### src/rtl/rotor_pkg.sv
// Shared types, defaults and modular-arithmetic helpers for the rotor stage.
package rotor_pkg;

  typedef enum logic [1:0] {
    IDLE  = 2'd0,
    BUILD = 2'd1,
    OUT   = 2'd2
  } state_t;

  localparam int ALPHA_DEF = 26;
  localparam int BASE_DEF  = 65;

  // Width of the modular helpers: one bit above the widest index (ALPHA <= 64),
  // so a + b and a + n never overflow before the single correction step.
  localparam int MOD_W = 7;

  // (a + b) mod n for a, b < n
  function automatic logic [MOD_W-1:0] mod_add(input logic [MOD_W-1:0] a,
                                               input logic [MOD_W-1:0] b,
                                               input logic [MOD_W-1:0] n);
    logic [MOD_W-1:0] s;
    s = a + b;
    if (s >= n) s = s - n;
    return s;
  endfunction

  // (a - b) mod n for a, b < n; n is added first so the difference stays positive
  function automatic logic [MOD_W-1:0] mod_sub(input logic [MOD_W-1:0] a,
                                               input logic [MOD_W-1:0] b,
                                               input logic [MOD_W-1:0] n);
    logic [MOD_W-1:0] d;
    d = a + n;
    d = d - b;
    if (d >= n) d = d - n;
    return d;
  endfunction

endpackage

### src/rtl/rotor_perm_table.sv
// Forward/inverse rotor tables. On i_start the forward wiring is copied in, then
// one entry per cycle is inverted and checked for duplicates/out-of-range values.
// A bad wiring leaves both tables as identity and raises the sticky error.
module rotor_perm_table
  import rotor_pkg::*;
#(
  parameter int ALPHA = ALPHA_DEF,
  parameter int IDX_W = $clog2(ALPHA)
) (
  input  logic                   clk,
  input  logic                   reset_n,
  input  logic                   i_start,
  input  logic [ALPHA*IDX_W-1:0] i_wiring,
  input  logic [IDX_W-1:0]       i_fwd_addr,
  input  logic [IDX_W-1:0]       i_inv_addr,
  output logic [IDX_W-1:0]       o_fwd_rd,
  output logic [IDX_W-1:0]       o_inv_rd,
  output logic                   o_build_done,
  output logic                   o_perm_err
);

  localparam logic [IDX_W-1:0] LAST_IDX = IDX_W'(ALPHA - 1);
  localparam logic [IDX_W:0]   ALPHA_X  = (IDX_W + 1)'(ALPHA);

  logic [IDX_W-1:0] r_fwd [ALPHA];
  logic [IDX_W-1:0] r_inv [ALPHA];
  logic [ALPHA-1:0] r_seen;
  logic [IDX_W-1:0] r_cnt;
  logic             r_busy;
  logic             r_err;

  logic [IDX_W-1:0] w_entry;
  logic             w_bad;
  logic             w_last;

  assign w_entry      = r_fwd[r_cnt];
  assign w_bad        = ({1'b0, w_entry} >= ALPHA_X) || r_seen[w_entry];
  assign w_last       = (r_cnt == LAST_IDX);
  assign o_build_done = r_busy && w_last;
  assign o_perm_err   = r_err;
  assign o_fwd_rd     = r_fwd[i_fwd_addr];
  assign o_inv_rd     = r_inv[i_inv_addr];

  // Load wiring, then walk it once building the inverse and checking uniqueness
  always_ff @(posedge clk or negedge reset_n) begin
    if (!reset_n) begin
      for (int k = 0; k < ALPHA; k++) begin
        r_fwd[k] <= IDX_W'(k);
        r_inv[k] <= IDX_W'(k);
      end
      r_seen <= '0;
      r_cnt  <= '0;
      r_busy <= 1'b0;
      r_err  <= 1'b0;
    end else if (i_start) begin
      for (int k = 0; k < ALPHA; k++) begin
        r_fwd[k] <= i_wiring[k*IDX_W +: IDX_W];
      end
      r_seen <= '0;
      r_cnt  <= '0;
      r_busy <= 1'b1;
      r_err  <= 1'b0;
    end else if (r_busy) begin
      if (w_bad) begin
        r_err <= 1'b1;
      end else begin
        r_inv[w_entry]  <= r_cnt;
        r_seen[w_entry] <= 1'b1;
      end
      if (w_last) begin
        r_busy <= 1'b0;
        r_cnt  <= '0;
        // the error seen on this final entry counts too
        if (r_err || w_bad) begin
          for (int k = 0; k < ALPHA; k++) begin
            r_fwd[k] <= IDX_W'(k);
            r_inv[k] <= IDX_W'(k);
          end
        end
      end else begin
        r_cnt <= r_cnt + IDX_W'(1);
      end
    end
  end

endmodule

### src/rtl/rotor_stage.sv
// Parametrised Enigma rotor stage: ring/position offset mapping through a
// forward or inverse table, odometer carry, valid/ready handshakes.
// Optional: define ROTOR_DOUBLE_STEP_EN to let key_step advance a rotor sitting
// on its notch (middle-rotor double step); otherwise key_step is ignored.
module rotor_stage
  import rotor_pkg::*;
#(
  parameter  int ALPHA = ALPHA_DEF,
  parameter  int SYM_W = 8,
  parameter  int BASE  = BASE_DEF,
  localparam int IDX_W = $clog2(ALPHA)
) (
  input  logic                   clk,
  input  logic                   reset_n,
  input  logic                   cfg_we,
  output logic                   cfg_ready,
  input  logic [ALPHA*IDX_W-1:0] cfg_wiring,
  input  logic [IDX_W-1:0]       cfg_pos,
  input  logic [IDX_W-1:0]       cfg_ring,
  input  logic [IDX_W-1:0]       cfg_notch,
  output logic                   cfg_err,
  input  logic                   step_in,
  input  logic                   key_step,
  output logic                   step_out,
  input  logic                   in_valid,
  output logic                   in_ready,
  input  logic [SYM_W-1:0]       in_sym,
  input  logic                   in_dir,
  output logic                   out_valid,
  input  logic                   out_ready,
  output logic [SYM_W-1:0]       out_sym,
  output logic [IDX_W-1:0]       pos
);

  localparam logic [IDX_W-1:0] LAST_POS = IDX_W'(ALPHA - 1);
  localparam logic [MOD_W-1:0] ALPHA_M  = MOD_W'(ALPHA);
  localparam logic [SYM_W:0]   BASE_X   = (SYM_W + 1)'(BASE);
  localparam logic [SYM_W:0]   LIMIT_X  = (SYM_W + 1)'(BASE + ALPHA);

  state_t           r_state, w_state_next;
  logic [IDX_W-1:0] r_pos, r_ring, r_notch;
  logic [SYM_W-1:0] r_out_sym;
  logic             r_step_out;

  logic             w_start, w_accept, w_build_done, w_step_req, w_step;
  logic [SYM_W:0]   w_sym_ext;
  logic             w_in_range;
  logic [IDX_W-1:0] w_c, w_shift, w_x, w_y, w_fwd_rd, w_inv_rd, w_letter;
  logic [SYM_W-1:0] w_mapped;

  rotor_perm_table #(.ALPHA(ALPHA), .IDX_W(IDX_W)) u_table (
    .clk          (clk),
    .reset_n      (reset_n),
    .i_start      (w_start),
    .i_wiring     (cfg_wiring),
    .i_fwd_addr   (w_x),
    .i_inv_addr   (w_x),
    .o_fwd_rd     (w_fwd_rd),
    .o_inv_rd     (w_inv_rd),
    .o_build_done (w_build_done),
    .o_perm_err   (cfg_err)
  );

  // Symbol mapping from the pre-step position, evaluated at acceptance
  assign w_sym_ext  = {1'b0, in_sym};
  assign w_in_range = (w_sym_ext >= BASE_X) && (w_sym_ext < LIMIT_X);
  assign w_c        = IDX_W'(w_sym_ext - BASE_X);
  assign w_shift    = IDX_W'(mod_sub(MOD_W'(r_pos), MOD_W'(r_ring), ALPHA_M));
  assign w_x        = IDX_W'(mod_add(MOD_W'(w_c), MOD_W'(w_shift), ALPHA_M));
  assign w_y        = in_dir ? w_inv_rd : w_fwd_rd;
  assign w_letter   = IDX_W'(mod_sub(MOD_W'(w_y), MOD_W'(w_shift), ALPHA_M));
  assign w_mapped   = w_in_range ? (SYM_W'(w_letter) + SYM_W'(BASE)) : in_sym;

`ifdef ROTOR_DOUBLE_STEP_EN
  assign w_step_req = step_in || (key_step && (r_pos == r_notch));
`else
  logic w_key_step_unused;
  assign w_key_step_unused = key_step;
  assign w_step_req = step_in;
`endif
  // A configuration load reloads the position, so a coincident step is dropped
  assign w_step = w_step_req && (r_state != BUILD) && !w_start;

  assign pos      = r_pos;
  assign out_sym  = r_out_sym;
  assign step_out = r_step_out;

  // FSM state register
  always_ff @(posedge clk or negedge reset_n) begin
    if (!reset_n) r_state <= IDLE;
    else          r_state <= w_state_next;
  end

  // Next state and handshake outputs; a configuration write takes priority
  // over a symbol in IDLE, so in_ready drops while cfg_we is asserted
  always_comb begin
    w_state_next = r_state;
    cfg_ready    = 1'b0;
    in_ready     = 1'b0;
    out_valid    = 1'b0;
    w_start      = 1'b0;
    w_accept     = 1'b0;
    case (r_state)
      IDLE: begin
        cfg_ready = 1'b1;
        in_ready  = !cfg_we;
        if (cfg_we) begin
          w_start      = 1'b1;
          w_state_next = BUILD;
        end else if (in_valid) begin
          w_accept     = 1'b1;
          w_state_next = OUT;
        end
      end
      BUILD: if (w_build_done) w_state_next = IDLE;
      OUT: begin
        out_valid = 1'b1;
        if (out_ready) w_state_next = IDLE;
      end
      default: w_state_next = IDLE;
    endcase
  end

  // Position/ring/notch registers, stepping and carry
  always_ff @(posedge clk or negedge reset_n) begin
    if (!reset_n) begin
      r_pos      <= '0;
      r_ring     <= '0;
      r_notch    <= LAST_POS;
      r_step_out <= 1'b0;
    end else begin
      r_step_out <= w_step && (r_pos == r_notch);
      if (w_start) begin
        r_pos   <= cfg_pos;
        r_ring  <= cfg_ring;
        r_notch <= cfg_notch;
      end else if (w_step) begin
        r_pos <= (r_pos == LAST_POS) ? '0 : r_pos + IDX_W'(1);
      end
    end
  end

  // Output symbol captured at acceptance and held through OUT
  always_ff @(posedge clk or negedge reset_n) begin
    if (!reset_n)      r_out_sym <= '0;
    else if (w_accept) r_out_sym <= w_mapped;
  end

endmodule

### config.mk
export PLATFORM = sky130hd
export DESIGN_NAME = rotor_stage
export DESIGN_NICKNAME = d
export VERILOG_FILES = /design/src/rtl/rotor_pkg.sv /design/src/rtl/rotor_perm_table.sv /design/src/rtl/rotor_stage.sv
export SDC_FILE = /design/constraint.sdc
export NUM_CORES = 1
export LEC_CHECK = 0
export ABC_CLOCK_PERIOD_IN_PS = 12400
export CAP_MARGIN = 5
export CELL_PAD_IN_SITES_DETAIL_PLACEMENT = 1
export CELL_PAD_IN_SITES_GLOBAL_PLACEMENT = 2
export CORE_MARGIN = 2
export CORE_UTILIZATION = 37
export DETAILED_ROUTE_END_ITERATION = 8
export PLACE_DENSITY_LB_ADDON = 0.08
export SYNTH_ARGS = -nofsm -noshare
export SYNTH_HDL_FRONTEND = slang
export SYNTH_SLANG_ARGS = --single-unit
### constraint.sdc
create_clock -name clk -period 12.4 [get_ports clk]
set_clock_uncertainty 0.15 [all_clocks]
set_input_delay 1.24 -clock clk [delete_from_list [all_inputs] [get_ports clk]]
set_output_delay 1.24 -clock clk [all_outputs]
set_load 0.02 [all_outputs]
==> results of run 1 <==
-- worst min-delay path, cell delays in order (launching register included) --
cell and delay [ns]:
dfstp_2 0.37, nand2_1 0.05, nand2_1 0.04
-- metal layers --
| layer | wire length [um] | up-vias | GRT usage |
|---|---|---|---|
| li1 | - | 7159 | - |
| met1 | 32100 | 8362 | 0.381 |
| met2 | 33000 | 395 | 0.441 |
| met3 | 3040 | 90 | 0.0321 |
| met4 | 1430 | 0 | 0.0654 |
| met5 | 0 | - | 0 |
-- cell type report --
type,instances,share of cell area
well taps,672,0.0380
diodes,1,0.000113
repair buffers,216,0.0947
flip-flops and latches,319,0.367
clock inverters,9,0.00215
multi-input cells,1378,0.430
clock buffers,62,0.0541
inverters,79,0.0134
-- kinds of logic (layout without fill, tap and decap cells) --
family          after synthesis  after routing
fa+ha+maj                    36             36
compound gates              372            372
buf+inv                     219            366
other cells                   0              1
xor+xnor                     24             24
mux                         135            135
simple gates                811            811
flops                       319            319
-- path summary, 6_finish.rpt --
kind                                          end  cells after the start  slack [ns]  startpoint
worst min-delay path                   r_notch[3]                      2        0.31  r_notch[3]
worst max-delay path                   out_sym[5]                     40        1.61      pos[1]
worst max register to register         out_sym[5]                     40        1.61      pos[1]
worst min register to register         r_notch[3]                      2        0.31  r_notch[3]
min in group asynchronous              out_sym[5]                      1        0.51     reset_n
max in group asynchronous       u_table.r_fwd[42]                      2       10.00     reset_n
-- cell usage in the layout, fill, tap and decap left out, types with 46 or more instances in the layout --
master and count:
nand2_1 283, nor2_1 246, dfrtp_1 200, clkdlybuf4s50_1 176
dfstp_2 117, nand3_1 114, inv_1 79, mux4_2 79
nor3_1 63, a21oi_1 46
-- metrics by stage --
step	utilization	cells	cell area (um2)	hold slack [ns]
2_1_floorplan	-	1916	18600	0.288
3_3_place_gp	0.419	2664	20900	0.300
3_5_place_dp	0.419	2664	20900	0.304
4_1_cts	0.444	2735	22100	0.314
5_1_grt	0.444	2736	22100	0.325
6_report	0.444	2736	22100	0.312
-- sequential cells by signal, summed over array words and instances (netlist names), 5 cells and up --
name            flops
u_table.r_inv     130
r_notch             5
u_table.r_fwd     130
out_sym             8
u_table.r_seen     26
pos                 5
r_ring              5
u_table.r_cnt       5
==> run summary, run 1 <==
status = completed
max_slew headroom = 0.270
Sequential Area = 0.00813 mm2
Critical-path top delay cell = fa_1
Worst-path clk slew = 0.06 ns
DR DRC count = 0
top post-synthesis cells by count = 284 x nand2_1, 246 x nor2_1, 202 x dfrtp_1, 117 x dfstp_2, 115 x nand3_1
Synth Area in Simple Gates = 0.197
Synth Register Bits = 319
critical path class = reg -> reg
Final Max Tran Viols = 0
sequential element share of the synthesized area = 0.438
FFs w/ async S/R, synth = 1.00
layout cells sized above 1 = 0.177
Initial Util = 0.372
clock root buffer = clkbuf_16
die height = 228 um
final worst setup slack = 1.61 ns
area taken by multi-input logic gates = 0.00952 mm2
Nets = 2,230
largest family of logic cells by synthesized area = simple AND/OR/NAND/NOR gates
max-cap violations = 0
Critical Path AT = 11.14 ns
final period utilization = 0.870
htree depth = 2
Site Rows = 82
via count = 16,000
CP peak stage delay = 1.20 ns
Worst Max-Slew Pin Slew = 1.09 ns
Core Footprint = 0.0499 mm2
syn_area_per_cell = 9.68 um2
critical path's top delay family = simple AND/OR/NAND/NOR gates
Setup TNS = 0 ns
Critical Path RT = 12.75 ns
YS warnings = 0
DR vias/cell = 5.85
DRT iter0 DRCs = 1,020
fill count = 5,667
Final setup viols = 0
Synth Area in XOR/XNOR = 0.0113
WL final = 69.6 mm
clk sinks = 319
Peak Freq = 92.7 MHz
post_cts resized = 0
Num CTS Buffers = 39
final global-route overflow total = 0
most common cell in the netlist = nand2_1
adder-cell share of the synthesized area = 0.0255
Die Wd = 228 um
Layout area overhead = 19.3%
I/O pins = 179
final hold violations = 0
average wire per standard cell = 25.4 um
hpwl dp = 48.2 mm
Port Buffers = 177
post-route ant nets = 0
mux contribution to synthesized area = 0.128
# hold bufs at CTS = 0
Worst-Skew Late Latency = 0.56 ns
Syn Nets = 2,113
DRT Pass-1 Iters = 5
ys flop type = dfrtp_1
CTS tree = done
GR Util All Layers = 0.269
largest area contributor in the netlist = dfrtp_1
ranking of synthesized cells by area = dfrtp_1 27%, dfstp_2 17%, mux4_2 9.6%
CP Max Fanout = 24
Yosys cell types = 79
Synth Area in Compound Gates = 0.148
Bufs and invs on worst path = 7
initial antenna violation count = 1
Cells after Synth = 1,916
min cycle time layout = 10.79 ns
most frequent cell on the critical path = inv_1
die area = 0.0520 mm2
pin count of the biggest net entering global routing = 154
RePlAce Congestion = 0.852
first-pass GRT wire length = 108 mm
Worst Hold Class = reg -> reg
Worst Setup End Kind = flop
dpl ws = 1.79 ns
Post-CTS Setup Bufs = 0
RSZ-0062 raised after global routing = false
post-synth top area share = 0.272
Startpoint Class = flop
EDFF count, synth = 0
number of global-route vias before repair = 17,200
Post-Syn Area = 0.0186 mm2
CTS max path bufs = 3
Power of run 1 is left out: the tool's default activity adds up to more than one toggle a clock period on the data nets, which glitch-free logic cannot reach.
==> run 2, diff against run 1 <==
--- a/config.mk
+++ b/config.mk
@@ -5,13 +5,14 @@
 export SDC_FILE = /design/constraint.sdc
 export NUM_CORES = 1
 export LEC_CHECK = 0
-export ABC_CLOCK_PERIOD_IN_PS = 12400
+export ABC_CLOCK_PERIOD_IN_PS = 10800
 export CAP_MARGIN = 5
 export CELL_PAD_IN_SITES_DETAIL_PLACEMENT = 1
 export CELL_PAD_IN_SITES_GLOBAL_PLACEMENT = 2
 export CORE_MARGIN = 2
 export CORE_UTILIZATION = 37
 export DETAILED_ROUTE_END_ITERATION = 8
+export GPL_ROUTABILITY_DRIVEN = 0
 export PLACE_DENSITY_LB_ADDON = 0.08
 export SYNTH_ARGS = -nofsm -noshare
 export SYNTH_HDL_FRONTEND = slang
==> constraint.sdc (replaced) <==
create_clock -name clk -period 10.8 [get_ports clk]
set_clock_uncertainty 0.15 [all_clocks]
set_input_delay 1.08 -clock clk [delete_from_list [all_inputs] [get_ports clk]]
set_output_delay 1.08 -clock clk [all_outputs]
set_load 0.02 [all_outputs]
==> run 2 against run 1 <==
Against the previous run:
- register-to-register slack got worse by 0.80 ns
- clock-buffer cell count fell by 6
- non-clock buffer count rose by 9
- die area did not move
- sequential share of layout area fell by 0.21 points
- utilization rose by 0.26 points
- highest routed layer unchanged
- cell area rose by 0.59%
- wire length fell by 0.43%
==> run summary, run 2 (synthesis gave the netlist of run 1 again) <==
max_slew headroom = 0.263 (was 0.270)
initial antenna violation count = 0 (was 1)
CTS max path bufs = 3 (unchanged)
Worst Hold Class = reg -> reg (unchanged)
first-pass GRT wire length = 108 mm (about the same)
Die Wd = 228 um (unchanged)
Worst Max-Slew Pin Slew = 1.10 ns (was 1.09 ns)
Sequential Area = 0.00813 mm2 (unchanged)
Worst-Skew Late Latency = 0.56 ns (about the same)
DRT Pass-1 Iters = 5 (unchanged)
pin count of the biggest net entering global routing = 91 (was 154)
Final setup viols = 0 (unchanged)
Hold Path Origin = r_notch[3] (unchanged)
Worst Setup End Kind = flop (unchanged)
status = completed (unchanged)
Startpoint Class = flop (unchanged)
Nets = 2,239 (was 2,230)
WL final = 69.3 mm (was 69.6 mm)
RSZ-0062 raised after global routing = false (unchanged)
via count = 15,900 (was 16,000)
clk sinks = 319 (unchanged)
Peak Freq = 100 MHz (was 92.7 MHz)
area taken by multi-input logic gates = 0.00953 mm2 (was 0.00952 mm2)
commonest cells after routing, fill and taps aside = 283 x nand2_1, 245 x nor2_1, 200 x dfrtp_1 (was 283 x nand2_1, 246 x nor2_1, 200 x dfrtp_1)
number of global-route vias before repair = 16,900 (was 17,200)
CP peak stage delay = 0.68 ns (was 1.20 ns)
critical path class = reg -> reg (unchanged)
htree depth = 2 (unchanged)
Critical Path RT = 11.08 ns (was 12.75 ns)
Initial Util = 0.372 (unchanged)
average wire per standard cell = 25.3 um (was 25.4 um)
Critical-path top delay cell = nor2_1 (was fa_1)
DRT iter0 DRCs = 1,298 (was 1,020)
hpwl dp = 48.6 mm (was 48.2 mm)
DR DRC count = 0 (unchanged)
Num CTS Buffers = 39 (unchanged)
fill count = 5,605 (was 5,667)
Worst-path clk slew = 0.06 ns (about the same)
CP Max Fanout = 19 (was 24)
min cycle time layout = 9.99 ns (was 10.79 ns)
Crit. Startpoint = pos[1] (unchanged)
clock root buffer = clkbuf_16 (unchanged)
Critical Path AT = 10.27 ns (was 11.14 ns)
GR Util All Layers = 0.269 (about the same)
layout cells sized above 1 = 0.184 (was 0.177)
max-cap violations = 0 (unchanged)
I/O pins = 179 (unchanged)
Largest regs = u_table.r_fwd (130), u_table.r_inv (130), u_table.r_seen (26) (unchanged)
Core Footprint = 0.0499 mm2 (unchanged)
Cells after DPL = 2,672 (was 2,664)
Final Max Tran Viols = 0 (unchanged)
final global-route overflow total = 0 (unchanged)
worst r2r src = pos[1] (unchanged)
final hold violations = 0 (unchanged)
# hold bufs at CTS = 0 (unchanged)
die area = 0.0520 mm2 (unchanged)
most common cell after layout, fill and taps aside = nand2_1 (unchanged)
Port Buffers = 177 (unchanged)
CTS tree = done (unchanged)
final period utilization = 0.925 (was 0.870)
Layout area overhead = 20.0% (was 19.3%)
Site Rows = 82 (unchanged)
antenna cells = 0 (was 1)
die height = 228 um (unchanged)
Setup TNS = 0 ns (unchanged)
DR vias/cell = 5.81 (was 5.85)
post-route ant nets = 0 (unchanged)
Finished Layout Cells = 2,744 (was 2,736)
[run 2: stage by stage]
stage / hold WS, ns / utilization / area [um2] / worst slack [ns]
finish: 0.311 / 0.446 / 22300 / 0.810
CTS: 0.316 / 0.446 / 22200 / 0.395
detailed placement: 0.306 / 0.420 / 20900 / 0.450
floorplan: 0.288 / - / 18600 / 1.96
global route: 0.339 / 0.446 / 22300 / 0.0503
global placement: 0.301 / 0.420 / 20900 / 0.687
[run 2: critical path, delay by kind of cell (launching register included)]
kind | cells | cell delay, ns
adder cells (fa/ha/maj) | 8 | 2.40
buffers and inverters | 6 | 0.59
multiplexers | 3 | 1.06
flip-flops | 1 | 0.47
AO/OA/AOI/OAI | 14 | 2.96
XOR/XNOR | 3 | 0.55
AND/OR/NAND/NOR | 7 | 1.68
[run 2: final timing paths]
kind                                     endpoint  slack [ns]  cells past startpoint
worst max-delay path                   out_sym[4]        0.81                     41
worst min-delay path                   r_notch[3]        0.31                      2
worst max register to register         out_sym[4]        0.81                     41
worst min register to register         r_notch[3]        0.31                      2
max in group asynchronous       u_table.r_fwd[84]        8.04                      3
min in group asynchronous              out_sym[7]        0.32                      1
[run 2: what timing repair did]
item | in CTS | in global routing
hold endpoints to repair | 0 | 0
resized for setup | 0 | 3
setup buffers | 0 | 1
endpoints found under the setup margin | 0 | 5
[run 2: routing by layer]
layer | up-vias | part of all wire | GRT usage
li1 | 7183 | - | -
met1 | 8264 | 0.46 | 0.382
met2 | 395 | 0.47 | 0.433
met3 | 96 | 0.045 | 0.0361
met4 | 0 | 0.025 | 0.0707
met5 | - | 0 | 0
[run 2: layout make-up]
type	instances	area share
flip-flops and latches	319	0.365
well taps	672	0.0378
clock inverters	15	0.00613
multi-input cells	1378	0.428
repair buffers	225	0.0971
clock buffers	56	0.0522
inverters	79	0.0133
Power of run 2 is left out for the same reason.
